`src/rtl/z3_job_sequencer.sv`:
```
// z3_job_sequencer: header-driven job framing between the 64b width converter and the z3 FP encoder
//
// Sits between the input width converter and the z3 FP encoder. A header beat
// carries the value count N. The next N values go to the encoder, and the last
// partial block is zero-padded. Input beats beyond N are dropped. Encoder output
// is forwarded with tlast held low. Each job then ends with one status trailer
// beat that carries tlast.
//
// Ports
//   clk50mhz_0          in   clock
//   peripheral_reset_0  in   synchronous active-high reset (aborts any job)
//   s_tdata/s_tvalid/s_tlast/s_tready   input stream from width converter
//   fp_data/fp_valid/fp_ready           value stream to encoder
//   enc_tdata/enc_tlast/enc_valid/enc_ready  encoded words from encoder
//   m_tdata/m_tvalid/m_tlast/m_tready   output stream to width converter
module z3_job_sequencer #(
    parameter int DATA_W       = 64,
    parameter int BLOCK_VALUES = 4,
    parameter int CNT_W        = 32,
    parameter int TIMEOUT      = 65535
) (
    input  logic              clk50mhz_0,
    input  logic              peripheral_reset_0,
    input  logic [DATA_W-1:0] s_tdata,
    input  logic              s_tvalid,
    input  logic              s_tlast,
    output logic              s_tready,
    output logic [DATA_W-1:0] fp_data,
    output logic              fp_valid,
    input  logic              fp_ready,
    input  logic [DATA_W-1:0] enc_tdata,
    input  logic              enc_tlast,
    input  logic              enc_valid,
    output logic              enc_ready,
    output logic [DATA_W-1:0] m_tdata,
    output logic              m_tvalid,
    output logic              m_tlast,
    input  logic              m_tready
);
    localparam int LOG2_BV = $clog2(BLOCK_VALUES);
    localparam int BLK_W   = CNT_W - LOG2_BV + 1;
    localparam int IDLE_W  = $clog2(TIMEOUT + 1);

    localparam logic [2:0] HDR     = 3'd0;
    localparam logic [2:0] STREAM  = 3'd1;
    localparam logic [2:0] PAD     = 3'd2;
    localparam logic [2:0] DISCARD = 3'd3;
    localparam logic [2:0] DRAIN   = 3'd4;
    localparam logic [2:0] TRAILER = 3'd5;

    logic [2:0]         state_q, state_d;
    logic [CNT_W-1:0]   n_q, n_d;
    logic [CNT_W-1:0]   vals_q, vals_d;
    logic [LOG2_BV-1:0] pad_cnt_q, pad_cnt_d;
    logic [BLK_W-1:0]   blocks_exp_q, blocks_exp_d;
    logic [BLK_W-1:0]   blocks_done_q, blocks_done_d;
    logic [23:0]        out_beats_q, out_beats_d;
    logic [IDLE_W-1:0]  idle_q, idle_d;
    logic               zero_q, zero_d;
    logic               short_q, short_d;
    logic               long_q, long_d;
    logic               tmo_q, tmo_d;
    logic               nth_last_q, nth_last_d;

    logic [CNT_W-1:0]   vals_inc;
    logic               partial;
    logic [LOG2_BV-1:0] pad_pos;
    logic               out_path;
    logic               enc_hs;

    // Number of encoder blocks needed to hold v values.
    function automatic logic [BLK_W-1:0] ceil_blocks(input logic [CNT_W-1:0] v);
        logic [CNT_W:0] s;
        s = {1'b0, v} + (CNT_W+1)'(BLOCK_VALUES - 1);
        return BLK_W'(s >> LOG2_BV);
    endfunction

    always_comb begin
        state_d       = state_q;
        n_d           = n_q;
        vals_d        = vals_q;
        pad_cnt_d     = pad_cnt_q;
        blocks_exp_d  = blocks_exp_q;
        blocks_done_d = blocks_done_q;
        out_beats_d   = out_beats_q;
        idle_d        = idle_q;
        zero_d        = zero_q;
        short_d       = short_q;
        long_d        = long_q;
        tmo_d         = tmo_q;
        nth_last_d    = nth_last_q;
        s_tready      = 1'b0;
        fp_valid      = 1'b0;
        fp_data       = '0;
        vals_inc      = vals_q + 1'b1;
        partial       = vals_inc[LOG2_BV-1:0] != '0;
        pad_pos       = '0;
        // Encoder output flows through in every state that belongs to an open job.
        out_path      = state_q != HDR && state_q != TRAILER;
        enc_ready     = out_path & m_tready;
        m_tvalid      = out_path & enc_valid;
        m_tlast       = 1'b0;
        m_tdata       = enc_tdata;
        enc_hs        = out_path & enc_valid & m_tready;
        if (enc_hs) begin
            out_beats_d = &out_beats_q ? out_beats_q : out_beats_q + 1'b1;
            blocks_done_d = enc_tlast ? blocks_done_q + 1'b1 : blocks_done_q;
        end
        case (state_q)
            HDR: begin
                s_tready = 1'b1;
                if (s_tvalid) begin
                    n_d = s_tdata[CNT_W-1:0];
                    if (s_tdata[CNT_W-1:0] == '0) begin
                        zero_d  = 1'b1;
                        state_d = TRAILER;
                    end else if (s_tlast) begin
                        short_d      = 1'b1;
                        blocks_exp_d = '0;
                        state_d      = DRAIN;
                    end else begin
                        blocks_exp_d = ceil_blocks(s_tdata[CNT_W-1:0]);
                        state_d      = STREAM;
                    end
                end
            end
            STREAM: begin
                fp_data  = s_tdata;
                fp_valid = s_tvalid;
                s_tready = fp_ready;
                if (s_tvalid && fp_ready) begin
                    vals_d = vals_inc;
                    if (vals_inc == n_q) begin
                        nth_last_d = s_tlast;
                        state_d    = partial ? PAD : (s_tlast ? DRAIN : DISCARD);
                    end else if (s_tlast) begin
                        // Transfer ended early: only the blocks actually started are expected back.
                        short_d      = 1'b1;
                        blocks_exp_d = ceil_blocks(vals_inc);
                        state_d      = partial ? PAD : DRAIN;
                    end
                end
            end
            PAD: begin
                fp_valid = 1'b1;
                if (fp_ready) begin
                    pad_cnt_d = pad_cnt_q + 1'b1;
                    // Position in the block after this pad, wrapping at BLOCK_VALUES.
                    pad_pos   = vals_q[LOG2_BV-1:0] + pad_cnt_d;
                    if (pad_pos == '0)
                        state_d = (nth_last_q || short_q) ? DRAIN : DISCARD;
                end
            end
            DISCARD: begin
                s_tready = 1'b1;
                if (s_tvalid) begin
                    long_d  = 1'b1;
                    state_d = s_tlast ? DRAIN : DISCARD;
                end
            end
            DRAIN: begin
                if (blocks_done_q == blocks_exp_q) begin
                    state_d = TRAILER;
                end else if (enc_hs) begin
                    idle_d = '0;
                end else if (idle_q == IDLE_W'(TIMEOUT - 1)) begin
                    tmo_d   = 1'b1;
                    state_d = TRAILER;
                end else begin
                    idle_d = idle_q + 1'b1;
                end
            end
            TRAILER: begin
                m_tvalid = 1'b1;
                m_tlast  = 1'b1;
                m_tdata  = DATA_W'({4'hE, tmo_q, long_q, short_q, zero_q, out_beats_q, 32'(vals_q)});
                if (m_tready) begin
                    state_d       = HDR;
                    n_d           = '0;
                    vals_d        = '0;
                    pad_cnt_d     = '0;
                    blocks_exp_d  = '0;
                    blocks_done_d = '0;
                    out_beats_d   = '0;
                    idle_d        = '0;
                    zero_d        = 1'b0;
                    short_d       = 1'b0;
                    long_d        = 1'b0;
                    tmo_d         = 1'b0;
                    nth_last_d    = 1'b0;
                end
            end
            default: state_d = HDR;
        endcase
        // Handshake outputs stay low while reset is held, even though the state is already HDR.
        if (peripheral_reset_0) begin
            s_tready  = 1'b0;
            fp_valid  = 1'b0;
            enc_ready = 1'b0;
            m_tvalid  = 1'b0;
            m_tlast   = 1'b0;
        end
    end

    always_ff @(posedge clk50mhz_0) begin
        if (peripheral_reset_0) begin
            state_q       <= HDR;
            n_q           <= '0;
            vals_q        <= '0;
            pad_cnt_q     <= '0;
            blocks_exp_q  <= '0;
            blocks_done_q <= '0;
            out_beats_q   <= '0;
            idle_q        <= '0;
            zero_q        <= 1'b0;
            short_q       <= 1'b0;
            long_q        <= 1'b0;
            tmo_q         <= 1'b0;
            nth_last_q    <= 1'b0;
        end else begin
            state_q       <= state_d;
            n_q           <= n_d;
            vals_q        <= vals_d;
            pad_cnt_q     <= pad_cnt_d;
            blocks_exp_q  <= blocks_exp_d;
            blocks_done_q <= blocks_done_d;
            out_beats_q   <= out_beats_d;
            idle_q        <= idle_d;
            zero_q        <= zero_d;
            short_q       <= short_d;
            long_q        <= long_d;
            tmo_q         <= tmo_d;
            nth_last_q    <= nth_last_d;
        end
    end
endmodule

```
`config.mk`:
```
export PLATFORM = sky130hd
export DESIGN_NAME = z3_job_sequencer
export DESIGN_NICKNAME = d
export VERILOG_FILES = /design/src/rtl/z3_job_sequencer.sv
export SDC_FILE = /design/constraint.sdc
export NUM_CORES = 1
export LEC_CHECK = 0
export CAP_MARGIN = 15
export CORE_ASPECT_RATIO = 0.9
export CORE_MARGIN = 2
export CORE_UTILIZATION = 39
export CTS_BUF_LIST = sky130_fd_sc_hd__clkbuf_16
export DETAILED_ROUTE_END_ITERATION = 16
export PLACE_DENSITY_LB_ADDON = 0.1
export SETUP_SLACK_MARGIN = 0.05
export SLEW_MARGIN = 25
export SYNTH_ARGS = -nofsm -noshare
export SYNTH_HDL_FRONTEND = slang
export SYNTH_SLANG_ARGS = --single-unit
export TNS_END_PERCENT = 50
```
`constraint.sdc`:
```
create_clock -name clk50mhz_0 -period 8.4 [get_ports clk50mhz_0]
set_input_delay 2.1 -clock clk50mhz_0 [delete_from_list [all_inputs] [get_ports clk50mhz_0]]
set_output_delay 2.1 -clock clk50mhz_0 [all_outputs]
set_load 0.05 [all_outputs]
```
==> results.md, run 1 <==
* RSZ-0062 raised after global routing: no
* Post-Syn Area per Cell at 6.919 sq um
* Outcome: finished clean
* Gate Count Post-Synth at 1961
* Post-Syn Area at 13570 sq um
* Synth Area in Compound Gates at 0.2063
* First-pass GRT wire length at roughly 86 mm
* Final net count at between 2000 and 2500
* Largest net degree at the start of global routing at 97
* Worst slew pin tran at roughly 1000 ps
* Die width at around 200 um
* Tightest Hold Check Type: reg -> reg
* Clock skew at 20.11 ps
* Most frequent CP cell: clkdlybuf4s50_1
* Slowest CP cell: clkdlybuf4s50_1
* Most frequent cells in the layout: 320 x nand2_1, 267 x clkdlybuf4s50_1, 186 x a21oi_1
* Fmax at between 150 and 200 MHz
* Clock root buffer: clkbuf_16
* Routed WL at ~56 mm
* DR vias/cell at between 5 and 6
* Port-buffer cells at between 200 and 300
* Synth area leader: dfxtp_1
* Post-cts resize count at 0
* Part of the cycle the worst path needs at 0.7414
* FILL cells at between 3000 and 4000
* Routed WL per cell at 21.66 um
* Max incr delay on CP at a little over 800 ps
* Mux cell area share after synthesis at 0.003043
* CTS tree: built
* Final slew viol count at 0
* Vias in the first global route at 13969
* Worst-path clk slew at approximately 70 ps
* Area share of the largest cell type after synthesis at 0.2597
* Sequential area share after synthesis at 0.2597
* Worst path cell trace: clkdlybuf4s50_1 -> inv_1 -> o21ai_0 -> and3_1 -> clkdlybuf4s50_1
* TritonCTS Buffers at 17
* Worst skew pair latency at 470 ps
* Gpl congestion at 0.9648
* Initial Util at 0.3977
* Fin crit period at approximately 6200 ps
* H-tree depth at 4
* Drt first-iter violations at 1687
* Antenna violations before repair at 0
* XOR/XNOR Fraction of Synth Area at 0.1012
* Setup violations, final at 0
* Warnings, synthesis at 0
* Startpoint types: primary input
* Number of synthesized flops with an enable pin at 0
* Die height at around 180 um
* Row Count at 64
* Crit Path Max Fanout at 5
* Setup TNS after final layout at 0 ps
* Leak pwr at approximately 6 nW
* Net Count, Synth at 2103
* Yosys reg bits at around 180
* Simple-Gate Fraction of Synth Area at 0.3698
* Synth top area cells: dfxtp_1 26%, nand2_1 8.9%, a21oi_1 6.9%
* Data required, critical path at 6300 ps
* CTS sink cnt at about 180
* Ant diodes at 0
* DRC at 0
* Gr ovfl total at 0
* Rel. slew slack at 0.3291
* Synth-to-Final Area Change at 25.00%
* Synth unique cells at between 80 and 90
* Total track usage at 0.3027
* Total iterations of the first detailed-routing run at 5
* Antenna Violating Nets Remaining at 0
* Endpoints failing hold at 0
* Commonest non-fill, non-tap cell in the layout: nand2_1
* Peak VDD IR at about 0.00014 V
* Postcts setup bufs at 0
* Critical path class: in -> out
* Layout cell share with drive strength beyond 1 at 0.04974
* Largest family of logic cells by synthesized area: simple AND/OR/NAND/NOR gates
* Hold buffer count at cts at 0
* Clk buf depth at 2
* Die ar. at approximately 36000 sq um
* MaxCap Viol Count at 0
* Core ar. at 34110 sq um
* Via count at between 15000 and 20000
* Pwr dens at between 150 and 200 nW/um^2
* Worst Path Arrival at a little over 4000 ps
* Adder-cell area share of the yosys netlist at 0.005533
* Hold WS at 472.0 ps
* Ports at between 200 and 300
* Final HPWL DP at ~42 mm
* Synth Flop Type: dfxtp_1
* Crit end category: primary output
* Asr flop ratio synth at 0
-- area by class of cell --
cell class	count	area, sq um	area share
clock inverters	14	92.59	0.005459
multi-input cells	1605	9344	0.5509
inverters	25	93.84	0.005533
flip-flops and latches	176	3523	0.2077
well taps	462	578.1	0.03408
repair buffers	294	2903	0.1712
clock buffers	17	425.4	0.02508
-- metal layers --
metal  up-vias  track usage  share of wire
met5         -            0              0
met4         0      0.08978          0.024
met3        70      0.04870          0.079
met2       674       0.4440           0.42
met1      7355       0.4512           0.48
li1       7362            -              -
-- logic make-up after synthesis --
logic type | count (synthesis)
muxes | 4
DFF | 176
buffers and inverters | 180
adders and majority gates | 6
xor gates and xnor gates | 152
and+or+nand+nor | 989
AOI/OAI and AO/OA | 454
-- worst paths after layout --
| check | from | end | slack, ps | cells past startpoint |
|---|---|---|---|---|
| setup reg to reg | vals_q[2] | blocks_exp_q[0] | 3160 | 9 |
| setup / recovery | s_tvalid | fp_valid | 2170 | 5 |
| hold reg to reg | n_q[2] | n_q[2] | 470 | 2 |
| hold / removal | n_q[2] | n_q[2] | 470 | 2 |
-- report_power, final --
group | internal, W | total [W] | switching [W] | leakage [nW]
Sequential | 0.000906 | 0.00102 | 0.000118 | 1.43
Combinational | 0.000470 | 0.00136 | 0.000889 | 4.39
Clock | 0.000375 | 0.000751 | 0.000376 | 0.249
-- through the flow --
stage	area (sq um)	power (W)	utilization	setup slack (ps)	cells
after CTS	16930	0.003130	0.4963	2216	2592
after floorplan	13570	0.001888	-	2699	1961
final	16960	0.003134	0.4972	2172	2593
after detailed placement	16410	0.002381	0.4811	2212	2561
after global placement	16390	0.002380	0.4806	2235	2560
after global routing	16960	0.003274	0.4972	2149	2593
-- synthesized netlist by cell type, types with 8 or more instances --
cell type / number
o21ai_0: 89
nor2_1: 182
nand2b_1: 16
and3_1: 81
nand3b_1: 14
o21ai_1: 16
a211oi_1: 39
o2111ai_1: 8
xnor2_1: 89
or2_2: 9
xor2_1: 60
a31oi_1: 18
a2111oi_0: 11
or3_1: 15
nor3_1: 47
a22oi_1: 10
and4_1: 14
clkbuf_1: 117
nor2b_1: 13
dfxtp_1: 176
nand4_1: 54
nand3_1: 96
a311oi_1: 13
or4_1: 12
nand2_1: 321
inv_1: 24
nor4_1: 48
buf_1: 8
and2_1: 23
buf_2: 24
a21oi_1: 186
-- critical path, delay by kind of cell --
| family | cells | cell delay, ps |
|---|---|---|
| AO/OA/AOI/OAI | 1 | 270 |
| buffers and inverters | 3 | 1470 |
| AND/OR/NAND/NOR | 1 | 280 |
Power figures use the tool's default switching activity.
==> run 2, diff against run 1 <==
- clock period: 8.4 -> 6.1 ns (I/O delays scaled with it)
==> run 2 against run 1 <==
Net effect: die area unchanged; hold slack gained 8.6 ps; largest cell class unchanged; highest routed layer is now met5; via count grew 0.58%; critical path depth is 1 higher; design area up 0.90%; sequential power is 38% higher; routed wire length about the same; utilization up 0.45 points; non-clock buffer count is 12 higher; power increased by 42%; setup slack worse by 1300 ps; critical path type is now reg -> out.
==> results.md, run 2 (synthesis gave the netlist of run 1 again) <==
* Delay-heaviest family, CP: simple AND/OR/NAND/NOR gates
* Die width at 200.6 um (unchanged)
* Clock Power Share at 0.265 (+0.025)
* Fin crit period at approximately 5200 ps
* First-pass GRT wire length at 85.93 mm (about the same)
* Gpl congestion at 1.018 (+5.6%)
* Total iterations of the first detailed-routing run at 6 (+1)
* Clock skew at 15.48 ps (-4.623 ps)
* Ant diodes at 0 (unchanged)
* Worst slew pin tran at 1019 ps (+20.15 ps)
* Switching Share at 0.4336 (-0.007626)
* H-tree depth at 4 (unchanged)
* Fin cells at 2606 (+0.50%)
* Startpoint types: flip-flop
* Layout cell share with drive strength beyond 1 at 0.05597 (+0.006228)
* CTS sink cnt at 176 (unchanged)
* Rel. slew slack at 0.3208 (-0.008309)
* Pint at 0.002528 W (+44%)
* Synth-to-Final Area Change at 26.13%
* Most frequent cells in the layout: 320 x nand2_1, 267 x clkdlybuf4s50_1, 186 x a21oi_1
* R2R Setup Slk at 1290 ps (-1870 ps)
* Net Sw Power at 0.001935 W (+40%)
* Die height at 181.0 um (unchanged)
* Worst-path clk slew at 80 ps (about the same)
* Post-cts resize count at 0 (unchanged)
* Final HPWL DP at 41.82 mm (-0.16%)
* Drt first-iter violations at 2027 (+20%)
* Critical path class: reg -> out
* Setup violations, final at 0 (unchanged)
* Slowest CP cell: clkdlybuf4s50_1
* Commonest non-fill, non-tap cell in the layout: nand2_1
* Crit Path Max Fanout at 31 (+26)
* Max incr delay on CP at 800 ps (-30 ps)
* Gr ovfl total at 0 (unchanged)
* TritonCTS Buffers at 17 (unchanged)
* Worst skew pair latency at 460 ps (about the same)
* Setup TNS after final layout at 0 ps (unchanged)
* Hold depth at 2 (unchanged)
* RSZ-0062 raised after global routing: no
* Worst path cell trace: nand2b_1 -> nor2_4 -> buf_4 -> nand2_1 -> nand2_1 -> clkdlybuf4s50_1
* Final net count at 2273 (+0.53%)
* Die ar. at 36300 sq um (unchanged)
* Initial Util at 0.3977 (unchanged)
* Stages on the worst setup path at 6 (+1)
* Tightest Hold Check Type: reg -> reg
* Logic pwr share at 0.419 (-0.015)
* Crit path buf inv count at 2 (-1)
* DR vias/cell at 5.967 (about the same)
* Hold buffer count at cts at 0 (unchanged)
* R2R cell count at 11 (+2)
* Vias in the first global route at 14243 (+2.0%)
* Outcome: finished clean
* Fmax at 191.6 MHz
* Part of the cycle the worst path needs at 0.8556
* Leak pwr at 6.167 nW (+1.6%)
* Largest net degree at the start of global routing at 90 (-7.2%)
* Core ar. at 34110 sq um (unchanged)
* Routed WL per cell at 21.54 um (-0.57%)
* Row Count at 64 (unchanged)
* Worst Path Arrival at 3690 ps (-440 ps)
* Crit end category: primary output
* DP Cell Count at 2574 (+0.51%)
* Port-buffer cells at 268 (unchanged)
* CTS tree: built
* Via count at 15551 (+0.58%)
* Clk buf depth at 2 (unchanged)
* Data required, critical path at 4580 ps (-1720 ps)
* Pwr dens at 260.8 nW/um^2 (+41%)
* Total track usage at 0.3003 (-0.002495)
* Antenna Violating Nets Remaining at 0 (unchanged)
* Endpoints failing hold at 0 (unchanged)
* Peak VDD IR at 0.0002046 V (+44%)
* MaxCap Viol Count at 0 (unchanged)
* Ports at 269 (unchanged)
* Clock root buffer: clkbuf_16
* Most frequent CP cell: nand2_1
* Antenna violations before repair at 0 (unchanged)
* Routed WL at 56.12 mm (about the same)
* DRC at 0 (unchanged)
* Final slew viol count at 0 (unchanged)
* Sequential Power Share at 0.316 (-0.011)
* Postcts setup bufs at 0 (unchanged)
[run 2: changes by cell type in the layout (fill, tap and decap cells not counted), sizes merged]
cell,change
clkinv,+1
inv,+2
clkinvlp,-4
bufinv,+2
buf,+12
[run 2: layout make-up]
type	instances	area, sq um
multi-input combinational	1605	9335
sequential	176	3523
inverter	25	93.84
fill	3487	17000
clock buffer	17	425.4
clock inverter	15	191.4
tap	462	578.1
timing repair buffer	306	2965
[run 2: through the flow]
stage                     utilization  power, W  worst slack [ps]  hold slack, ps  instance area (sq um)
after floorplan                     -  0.002600              1549           432.4                  13570
after global placement         0.4835  0.003271              1150           455.8                  16490
after detailed placement       0.4835  0.003280              1155           467.6                  16490
after CTS                      0.5016  0.004454             863.6           486.0                  17110
after global routing           0.5017  0.004660             677.1           512.7                  17110
final                          0.5017  0.004462             881.1           480.6                  17110
[run 2: power by group through the flow]
stage | Clock (W) | Sequential [W] | Combinational [W]
finish | 0.00118 | 0.00141 | 0.00187
global route | 0.00124 | 0.00142 | 0.00200
CTS | 0.00119 | 0.00140 | 0.00186
detailed placement | 0 | 0.00143 | 0.00185
global placement | 0 | 0.00143 | 0.00184
floorplan | 0 | 0.00134 | 0.00126
[run 2: path summary, 6_finish.rpt]
| check | start | to |
|---|---|---|
| max | state_q[0] | m_tdata[43] |
| min | n_q[1] | n_q[1] |
| max reg2reg | vals_q[1] | blocks_exp_q[17] |
| min reg2reg | n_q[1] | n_q[1] |
[run 2: metal layers]
metal  global-route usage  share of wire  wire length [um]
met4              0.09452          0.031              1765
met1               0.4348           0.46             26100
met2               0.4417           0.42             23370
met5              0.01190        0.00093                52
met3              0.06223          0.086              4836
[run 2: worst min-delay path, cell delays in order (launching register included)]
cell and delay [ps]:
dfxtp_1 330, nand2_1 60, a21oi_1 50
==> run 3, diff against run 2 <==
- ABC_CLOCK_PERIOD_IN_PS: default -> 5350
- clock period: 6.1 -> 5.35 ns (I/O delays scaled with it)
==> run 3 against run 2 <==
Net effect: critical path depth did not move; clock-buffer cell count is the same; first-iteration DRC count is 0.64% higher.
==> results.md, run 3 (synthesis gave the netlist of run 1 again) <==
* Fin crit period at about 4700 ps
* Initial Util at 0.3977 (unchanged)
* Crit Path Max Fanout at 21 (-32%)
* Total track usage at 0.3038 (+0.003556)
* Worst-path clk slew at 80 ps (about the same)
* DR vias/cell at 5.917 (-0.84%)
* Gpl congestion at 1.003 (-1.6%)
* Post-cts resize count at 0 (unchanged)
* Routed WL per cell at 21.37 um (-0.77%)
* Setup ws final at 634.0 ps (-247.1 ps)
* Gr ovfl total at 0 (unchanged)
* Total iterations of the first detailed-routing run at 5 (-1)
* Via count at 15645 (+0.60%)
* CTS sink cnt at 176 (unchanged)
* Core ar. at 34110 sq um (unchanged)
* Die width at 200.6 um (unchanged)
* Peak VDD IR at 0.0002367 V (+16%)
* Hold buffer count at cts at 0 (unchanged)
* Net Sw Power at 0.002230 W (+15%)
* Sequential Power Share at 0.314 (-0.002)
* Routed WL at 56.50 mm (+0.68%)
* Leak pwr at 6.342 nW (+2.8%)
* Worst skew pair latency at 470 ps (about the same)
* CTS tree: built
* Die ar. at 36300 sq um (unchanged)
* Ports at 269 (unchanged)
* Antenna Violating Nets Remaining at 0 (unchanged)
* Worst path cell trace: inv_2 -> nor2_4 -> buf_4 -> nand2_1 -> nand2_1 -> clkdlybuf4s50_1
* Fin util at 0.5092 (+0.007592)
* Crit end category: primary output
* Final slew viol count at 0 (unchanged)
* Part of the cycle the worst path needs at 0.8815
* Switching Share at 0.4382 (+0.004654)
* Final HPWL DP at 43.08 mm (+3.0%)
* Largest net degree at the start of global routing at 82 (-8.9%)
* Most frequent CP cell: nand2_1
* Synth-to-Final Area Change at 28.03%
* Clock root buffer: clkbuf_16
* First-pass GRT wire length at 86.22 mm (+0.34%)
* Crit path buf inv count at 3 (+1)
* Worst Path Arrival at 3380 ps (-310 ps)
* Outcome: finished clean
* Pwr dens at 292.9 nW/um^2 (+12%)
* MaxCap Viol Count at 0 (unchanged)
* Row Count at 64 (unchanged)
* Tightest Hold Check Type: reg -> reg
* Vias in the first global route at 14160 (-0.58%)
* Met1 Use GR at 0.4399 (+0.005064)
* Die height at 181.0 um (unchanged)
* Rel. slew slack at 0.3076 (-0.01313)
* Port-buffer cells at 268 (unchanged)
* Setup TNS after final layout at 0 ps (unchanged)
* GRT met3 Usage at 0.05862 (-0.003608)
* Logic pwr share at 0.428 (+0.009)
* Most frequent cells in the layout: 320 x nand2_1, 267 x clkdlybuf4s50_1, 186 x a21oi_1
* Drt first-iter violations at 2040 (+0.64%)
* H-tree depth at 4 (unchanged)
* Commonest non-fill, non-tap cell in the layout: nand2_1
* Delay-heaviest family, CP: buffers and inverters
* Slowest CP cell: clkdlybuf4s50_1
* TritonCTS Buffers at 17 (unchanged)
* Clk buf depth at 2 (unchanged)
* Endpoints failing hold at 0 (unchanged)
* Postcts setup bufs at 0 (unchanged)
* Setup violations, final at 0 (unchanged)
* Fmax at between 200 and 250 MHz
* Layout cell share with drive strength beyond 1 at 0.07153 (+0.01556)
* Clock Power Share at 0.258 (-0.007)
* Setup WS pre-CTS at 705.2 ps (-449.3 ps)
* GRT busiest layer: met2
* Max incr delay on CP at 800 ps (about the same)
* Worst slew pin tran at 1034 ps (+15.01 ps)
* Clock skew at 15.84 ps (+0.3570 ps)
* Startpoint types: flip-flop
* Antenna violations before repair at 0 (unchanged)
* RSZ-0062 raised after global routing: no
* DRC at 0 (unchanged)
* Routing usage on met2 at 0.4594 (+0.01778)
* Pint at 0.002859 W (+13%)
* Critical path class: reg -> out
* Pwr Total at 0.005089 W (+14%)
* Data required, critical path at 4010 ps (-570 ps)
* Final net count at 2310 (+1.6%)
run 3: area by class of cell:
cell class / instances / area [sq um]
fillers: 3450 / 16740
multi-input cells: 1605 / 9335
repair buffers: 343 / 3243
flip-flops and latches: 176 / 3523
clock buffers: 17 / 425.4
well taps: 462 / 578.1
inverters: 25 / 93.84
diodes: 1 / 2.502
clock inverters: 15 / 170.2
run 3: power by group through the flow:
stage          sequential [W]  combinational, W  clock [W]
6_report              0.00160           0.00218    0.00131
5_1_grt               0.00161           0.00232    0.00138
4_1_cts               0.00159           0.00216    0.00132
3_5_place_dp          0.00162           0.00216          0
3_3_place_gp          0.00162           0.00215          0
2_1_floorplan         0.00153           0.00144          0
run 3: worst paths after layout:
path | startpoint | slack [ps] | end | cells past startpoint
setup / recovery | state_q[2] | 630 | m_tdata[16] | 6
hold / removal | n_q[2] | 480 | n_q[2] | 2
setup reg to reg | vals_q[0] | 890 | blocks_exp_q[22] | 11
hold reg to reg | n_q[2] | 480 | n_q[2] | 2
run 3: metrics by stage:
step / cell area [sq um] / hold slack, ps / std cells
4_1_cts: 17370 / 475.5 / 2643
6_report: 17370 / 477.2 / 2644
3_3_place_gp: 16770 / 456.1 / 2611
3_5_place_dp: 16770 / 459.7 / 2611
2_1_floorplan: 13570 / 432.4 / 1961
5_1_grt: 17370 / 486.4 / 2643
run 3: layer usage:
| metal | up-vias | share of wire |
|---|---|---|
| met5 | - | 0 |
| met4 | 0 | 0.019 |
| met3 | 61 | 0.080 |
| met2 | 710 | 0.43 |
| met1 | 7414 | 0.47 |
| li1 | 7460 | - |
run 3: worst reg2reg max path: stages, from the launching register on:
cell       delay, ps
dfxtp_1          340
ha_1             670
and4_1           370
nand2_1          320
or4_4            680
xor2_1           200
a2111oi_2        460
o2111ai_1        210
or4b_1           510
buf_4            260
a21oi_1          240
a211oi_2          70
